File: config.mk
export PLATFORM = sky130hd
export DESIGN_NAME = mul_issue_sched
export DESIGN_NICKNAME = d
export VERILOG_FILES = /design/src/rtl/proc_pkg.sv /design/src/rtl/mul_issue_sched.sv
export SDC_FILE = /design/constraint.sdc
export NUM_CORES = 1
export LEC_CHECK = 0
export CAP_MARGIN = 20
export CORE_MARGIN = 10
export CORE_UTILIZATION = 44
export CTS_CLUSTER_SIZE = 30
export DETAILED_ROUTE_END_ITERATION = 8
export GPL_TIMING_DRIVEN = 0
export MAX_ROUTING_LAYER = met4
export PLACE_DENSITY = 0.88
export SLEW_MARGIN = 20
export SYNTH_ARGS = -nofsm -noshare
export SYNTH_HDL_FRONTEND = slang
export SYNTH_SLANG_ARGS = --single-unit
File: constraint.sdc
create_clock -name clk -period 2.3 [get_ports clk]
set_clock_uncertainty 0.05 [all_clocks]
set_input_delay 0.345 -clock clk [delete_from_list [all_inputs] [get_ports clk]]
set_output_delay 0.345 -clock clk [all_outputs]
set_load 0.01 [all_outputs]
File: src/rtl/proc_pkg.sv
// Shared processor constants: opcode and register-index widths, the opcodes the
// issue logic decodes, and the multiplier pipeline depth.
package proc;

   localparam int unsigned OPCODE_BITS    = 6;
   localparam int unsigned REG_IDX_BITS   = 5;
   localparam int unsigned MUL_NUM_STAGES = 4;

   localparam logic [OPCODE_BITS-1:0] OPCODE_NOP = 6'h00;
   localparam logic [OPCODE_BITS-1:0] OPCODE_MUL = 6'h0c;

endpackage

File: src/rtl/mul_issue_sched.sv
// Issue gate in front of the pipelined multiplier: holds the candidate on ROB-full, RAW on
// an in-flight MUL result, or a writeback-port collision, and counts held cycles.
module mul_issue_sched
   import proc::*;
#(
   parameter int unsigned NUM_STAGES = MUL_NUM_STAGES,
   parameter int unsigned ALU_LAT    = 1,
   parameter int unsigned CNT_BITS   = 16
) (
   input  logic                    clk,
   input  logic                    rst,
   input  logic                    clear,
   input  logic                    instValid,
   input  logic [OPCODE_BITS-1:0]  opcodeIn,
   input  logic [REG_IDX_BITS-1:0] src1Reg,
   input  logic [REG_IDX_BITS-1:0] src2Reg,
   input  logic                    src1Used,
   input  logic                    src2Used,
   input  logic [REG_IDX_BITS-1:0] dstRegIn,
   input  logic                    robFull,
   output logic                    stall,
   output logic                    aluFire,
   output logic                    mulFire,
   output logic [OPCODE_BITS-1:0]  multOpcodeOut,
   output logic                    mulBusy,
   output logic [CNT_BITS-1:0]     stallCount
);

   typedef enum logic [1:0] {ClsNone, ClsAlu, ClsMul} inst_class_e;

   if (ALU_LAT < 1 || ALU_LAT >= NUM_STAGES) begin : gen_bad_alu_lat
      $error("ALU_LAT must lie in 1..NUM_STAGES-1");
   end

   inst_class_e cls;
   logic        raw_hazard;
   logic        struct_hazard;
   logic        fire_ok;

   // Entry k describes the MUL issued k cycles ago.
   logic [NUM_STAGES:1]                   sb_valid_q, sb_valid_d;
   logic [NUM_STAGES:1][REG_IDX_BITS-1:0] sb_dst_q, sb_dst_d;

   // resv_q[k]: writeback port already claimed k cycles from now. A MUL issued this cycle
   // claims the slot NUM_STAGES ahead, which is NUM_STAGES-1 ahead once the edge passes.
   logic [NUM_STAGES-1:1] resv_q, resv_d;

   logic [CNT_BITS-1:0] stall_cnt_q, stall_cnt_d;

   always_comb begin
      cls = ClsNone;
      if (instValid && opcodeIn != OPCODE_NOP) begin
         cls = (opcodeIn == OPCODE_MUL) ? ClsMul : ClsAlu;
      end
   end

   // No forwarding out of the multiplier: any valid entry with a matching dst blocks.
   always_comb begin
      raw_hazard = 1'b0;
      for (int unsigned k = 1; k <= NUM_STAGES; k++) begin
         if (sb_valid_q[k] && ((src1Used && src1Reg == sb_dst_q[k]) ||
                               (src2Used && src2Reg == sb_dst_q[k]))) begin
            raw_hazard = 1'b1;
         end
      end
   end

   assign struct_hazard = (cls == ClsAlu) && resv_q[ALU_LAT];

   always_comb begin
      stall         = (cls != ClsNone) && (robFull || raw_hazard || struct_hazard);
      fire_ok       = !stall && !clear && !rst;
      mulFire       = (cls == ClsMul) && fire_ok;
      aluFire       = (cls == ClsAlu) && fire_ok;
      multOpcodeOut = mulFire ? OPCODE_MUL : OPCODE_NOP;
      mulBusy       = |sb_valid_q;
   end

   always_comb begin
      sb_valid_d  = '0;
      sb_dst_d    = sb_dst_q;
      resv_d      = '0;
      sb_dst_d[1] = dstRegIn;
      for (int unsigned k = 2; k <= NUM_STAGES; k++) begin
         sb_dst_d[k] = sb_dst_q[k-1];
      end
      if (!clear) begin
         sb_valid_d[1]            = mulFire;
         resv_d[NUM_STAGES-1]     = mulFire;
         for (int unsigned k = 2; k <= NUM_STAGES; k++) begin
            sb_valid_d[k] = sb_valid_q[k-1];
         end
         for (int unsigned k = 1; k < NUM_STAGES - 1; k++) begin
            resv_d[k] = resv_q[k+1];
         end
      end

      stall_cnt_d = stall_cnt_q;
      if (stall && stall_cnt_q != '1) begin
         stall_cnt_d = stall_cnt_q + 1'b1;
      end
   end

   always_ff @(posedge clk) begin
      if (rst) begin
         sb_valid_q  <= '0;
         sb_dst_q    <= '0;
         resv_q      <= '0;
         stall_cnt_q <= '0;
      end else begin
         sb_valid_q  <= sb_valid_d;
         sb_dst_q    <= sb_dst_d;
         resv_q      <= resv_d;
         stall_cnt_q <= stall_cnt_d;
      end
   end

   assign stallCount = stall_cnt_q;

endmodule

==> summary.md <==
| Metric | Value |
|---|---|
| Run status | `finished with violations` |
| Violated checks | `negative setup slack` |
| Number of buffers and inverters on the critical path | `4` |
| Final Power | `1.61 mW` |
| Final weighted congestion in routability-driven placement | `roughly 0.9` |
| Clock tree from TritonCTS | `yes` |
| Uppermost layer routed | `met4` |
| Dominant register cell in the synthesized netlist | `sky130_fd_sc_hd__dfxtp_1` |
| Clock latency of the later-clocked register in the worst-skew pair | `0.31 ns` |
| Area overhead of the layout relative to synthesis | `54.7%` |
| Gr ovfl total | `0` |
| EDFF count, synth | `0` |
| Sequential cell area fraction in the yosys report | `0.391` |
| Clk slew on worst S/H paths | `0.08 ns` |
| Placeable core region | `4410 um^2` |
| WP depth | `11` |
| FFs w/ async S/R, synth | `0` |
| Total clock buffers created by CTS | `5` |
| Met2 wire length | `~3700 um` |
| Post-layout instance count excluding filler cells | `352` |
| Summed instance area of the synthesized netlist | `a little over 2000 um^2` |
| Yosys Warn Count | `0` |
| Initial core utilization | `0.463` |
| Total routing resource utilization after global routing | `0.181` |
| Post-route clock period utilization | `1.21` |
| Post-route ant nets | `0` |
| Min-delay worst type | `input port to flip-flop` |
| Crit path cell chain | `xor2_1 > nor4_2 > nand4_1 > and3_1 > a31o_1 > buf_6 > buf_8 > nand4_1 > nor2_2 > buf_4 > buf_6` |
| Power density over the cells | `approximately 510 nW/um^2` |
| Routed wire per std cell | `22.0 um` |
| Mean Syn Cell Area | `9.01 um^2` |
| Shortest period the worst path allows | `2.77 ns` |
| Total number of vias | `approximately 2100` |
| Post-layout util | `0.717` |
| Hold Slack | `0.412 ns` |
| Worst-case reg-to-reg path depth | `10` |
| Leakage power total | `1.17 nW` |
| Area of the die | `slightly below 8000 um^2` |
| Number of buffer cells added on primary ports | `48` |
| Classification of the worst setup path | `flip-flop to primary output` |
| Cell Count Post-Placement | `330` |
| Die outline width | `roughly 90 um` |
| Wire length of the first global-routing pass | `between 10000 and 15000 um` |
| Final-stage net count | `328` |
| Crit path largest cell delay | `0.35 ns` |
| Arrival @ worst endpoint | `approximately 2.4 ns` |
| Slew @ Worst Pin | `around 0.74 ns` |
| Root Buffer Master | `sky130_fd_sc_hd__clkbuf_8` |
| CP max stage cell | `sky130_fd_sc_hd__dfxtp_2` |
| Kind of end point of the critical path | `primary output` |
| Count of endpoints failing hold in the final timing report | `0` |
| Tightest slew margin relative to the limit | `0.508` |
| Total of endpoints with negative setup slack in the final report | `21` |
| # Max-Cap Violations | `0` |
| Starting DRT DRC Count | `258` |
| Routed vias/inst | `approximately 6.1` |
| 1st-pass router iterations | `5` |
| Antenna violations before repair | `0` |
| Dominant delay contributor by cell family on the critical path | `simple AND/OR/NAND/NOR gates` |
| WL final | `7740 um` |
| TritonCTS sink count | `40` |
| Met3 Wirelength | `630 um` |
| Final antenna diode count | `0` |
| Number of buffers on the longest clock path | `2` |
| Highest net fanout along the worst path | `3` |
| Total Negative Setup Slacks | `-5.23 ns` |
| Flip-flop and latch count after synthesis | `40` |
| Post-synth cell types | `40` |
| Via count of the first global-routing pass | `2126` |
| Worst Slack Setup Final | `-0.475 ns` |
| Number of instances in the synthesized netlist | `227` |
| Setup repair after global routing missed its margin | `true` |
| Largest net degree at the start of global routing | `13` |
| Number of slew-limit violations in the final report | `0` |
| Achievable frequency | `360 MHz` |
| Hold depth | `2` |
| # DRC | `0` |
| Maximum vdd drop | `between 0.3 and 0.4 mV` |
| Sum of net half-perimeters after detailed placement | `4040 um` |
| Post-route met1 wirelength | `around 3100 um` |
| Number of top-level design ports | `54` |
| Required time of the critical path | `around 1.9 ns` |
| Share of post-route cells with drive strength above 1 | `0.327` |
| Critical path launch point type | `flip-flop` |
| Maximum level of the CTS H-tree | `2` |
| Vert. Die Dim | `between 80 and 90 um` |
| FP Rows | `24` |
==> synthesized netlist by cell type, types with 2 or more instances <==
master,count,area [um^2]
sky130_fd_sc_hd__nor4_1,8,50.1
sky130_fd_sc_hd__inv_1,4,15.0
sky130_fd_sc_hd__or2_2,2,12.5
sky130_fd_sc_hd__nand4_1,7,43.8
sky130_fd_sc_hd__buf_4,6,45.0
sky130_fd_sc_hd__and2_1,3,18.8
sky130_fd_sc_hd__o31ai_1,8,60.1
sky130_fd_sc_hd__clkbuf_1,4,15.0
sky130_fd_sc_hd__nor2b_1,21,131
sky130_fd_sc_hd__or4_1,10,75.1
sky130_fd_sc_hd__o21ai_1,2,10.0
sky130_fd_sc_hd__a21oi_1,12,60.1
sky130_fd_sc_hd__o21ai_0,2,10.0
sky130_fd_sc_hd__or4b_1,2,20.0
sky130_fd_sc_hd__xnor2_1,15,131
sky130_fd_sc_hd__buf_2,3,15.0
sky130_fd_sc_hd__xor2_1,25,219
sky130_fd_sc_hd__o41ai_1,3,26.3
sky130_fd_sc_hd__nor2_1,10,37.5
sky130_fd_sc_hd__nand2_1,11,41.3
sky130_fd_sc_hd__dfxtp_1,40,801
sky130_fd_sc_hd__nand3_1,7,35.0
sky130_fd_sc_hd__and3_1,5,31.3
==> final timing paths <==
path	startpoint	endpoint	slack (ns)
min	rst	sb_dst_d[19]	0.41
min reg2reg	sb_valid_q[3]	sb_valid_q[4]	0.45
max reg2reg	sb_dst_d[14]	stallCount[5]	-0.35
max	sb_dst_d[14]	multOpcodeOut[3]	-0.47
==> sequential cells by signal, summed over array words and instances, names as in the netlist <==
| register | flops |
|---|---|
| sb_dst_d | 15 |
| sb_dst_q | 5 |
| sb_valid_q | 4 |
| stallCount | 16 |
==> kinds of logic after synthesis <==
family / Yosys count / share of synthesized area
and+or+nand+nor: 91 / 0.261
xor gates and xnor gates: 40 / 0.171
DFF: 40 / 0.391
AOI/OAI and AO/OA: 34 / 0.111
buffers and inverters: 19 / 0.0514
adders and majority gates: 1 / 0.00612
other: 1 / 0.00183
muxes: 1 / 0.00550
==> worst register-to-register path, cell delays in order (launching register included) <==
cell and delay (ns):
sky130_fd_sc_hd__dfxtp_2 0.35, sky130_fd_sc_hd__xor2_1 0.15, sky130_fd_sc_hd__nor4_2 0.35, sky130_fd_sc_hd__nand4_1 0.14, sky130_fd_sc_hd__and3_1 0.18, sky130_fd_sc_hd__a31o_1 0.24
sky130_fd_sc_hd__buf_4 0.14, sky130_fd_sc_hd__buf_6 0.12, sky130_fd_sc_hd__buf_6 0.12, sky130_fd_sc_hd__or4_1 0.48, sky130_fd_sc_hd__a21oi_1 0.24
==> per-stage QoR <==
step	setup slack [ns]	cell area, um^2
5_1_grt	-0.589	3170
3_3_place_gp	-1.24	2630
2_1_floorplan	-0.0249	2090
6_report	-0.475	3170
3_5_place_dp	-1.25	2630
4_1_cts	-0.379	3010
==> area by class of cell <==
| class | count | area (um^2) |
|---|---|---|
| inverter | 4 | 20.0 |
| fill | 278 | 1250 |
| clock buffer | 7 | 96.3 |
| sequential | 40 | 812 |
| buffer | 14 | 103 |
| multi-input combinational | 171 | 1410 |
| clock inverter | 1 | 30.0 |
| timing repair buffer | 63 | 631 |
| tap | 52 | 65.1 |
==> routing by layer <==
metal | vias up | GRT usage
li1 | 943 | -
met1 | 1025 | 0.197
met2 | 131 | 0.295
met3 | 40 | 0.0483
met4 | 0 | 0.0913
met5 | - | -
==> what timing repair did <==
action,CTS,global route
endpoints found under the setup margin,22,21
pin swaps,35,17
gates resized for setup,98,31
hold buffers,0,0
buffers inserted,12,4
cloned,1,0
endpoints found under the hold margin,0,0
==> power breakdown <==
part | internal [mW] | leakage, nW | switching [mW]
Sequential | 0.707 | 0.328 | 0.0183
Combinational | 0.120 | 0.774 | 0.118
Clock | 0.383 | 0.0645 | 0.261
==> cell usage in the layout (no fill, tap or decap), types with 5 or more instances in the layout <==
| cell | Yosys | layout |
|---|---|---|
| sky130_fd_sc_hd__dfxtp_1 | 40 | 31 |
| sky130_fd_sc_hd__clkdlybuf4s50_1 | 0 | 29 |
| sky130_fd_sc_hd__xor2_1 | 25 | 24 |
| sky130_fd_sc_hd__nor2b_1 | 21 | 21 |
| sky130_fd_sc_hd__xnor2_1 | 15 | 14 |
| sky130_fd_sc_hd__buf_6 | 1 | 13 |
| sky130_fd_sc_hd__nand2_1 | 11 | 11 |
| sky130_fd_sc_hd__buf_4 | 6 | 11 |
| sky130_fd_sc_hd__a21oi_2 | 0 | 9 |
| sky130_fd_sc_hd__clkdlybuf4s15_2 | 0 | 9 |
| sky130_fd_sc_hd__dfxtp_2 | 0 | 9 |
| sky130_fd_sc_hd__nor2_1 | 10 | 8 |
| sky130_fd_sc_hd__nand4_1 | 7 | 7 |
| sky130_fd_sc_hd__or4_4 | 0 | 7 |
| sky130_fd_sc_hd__clkbuf_8 | 0 | 7 |
| sky130_fd_sc_hd__nand3_1 | 7 | 6 |
| sky130_fd_sc_hd__and3_1 | 5 | 5 |
| sky130_fd_sc_hd__o31ai_1 | 8 | 5 |
(Power assumes the default switching activity.)
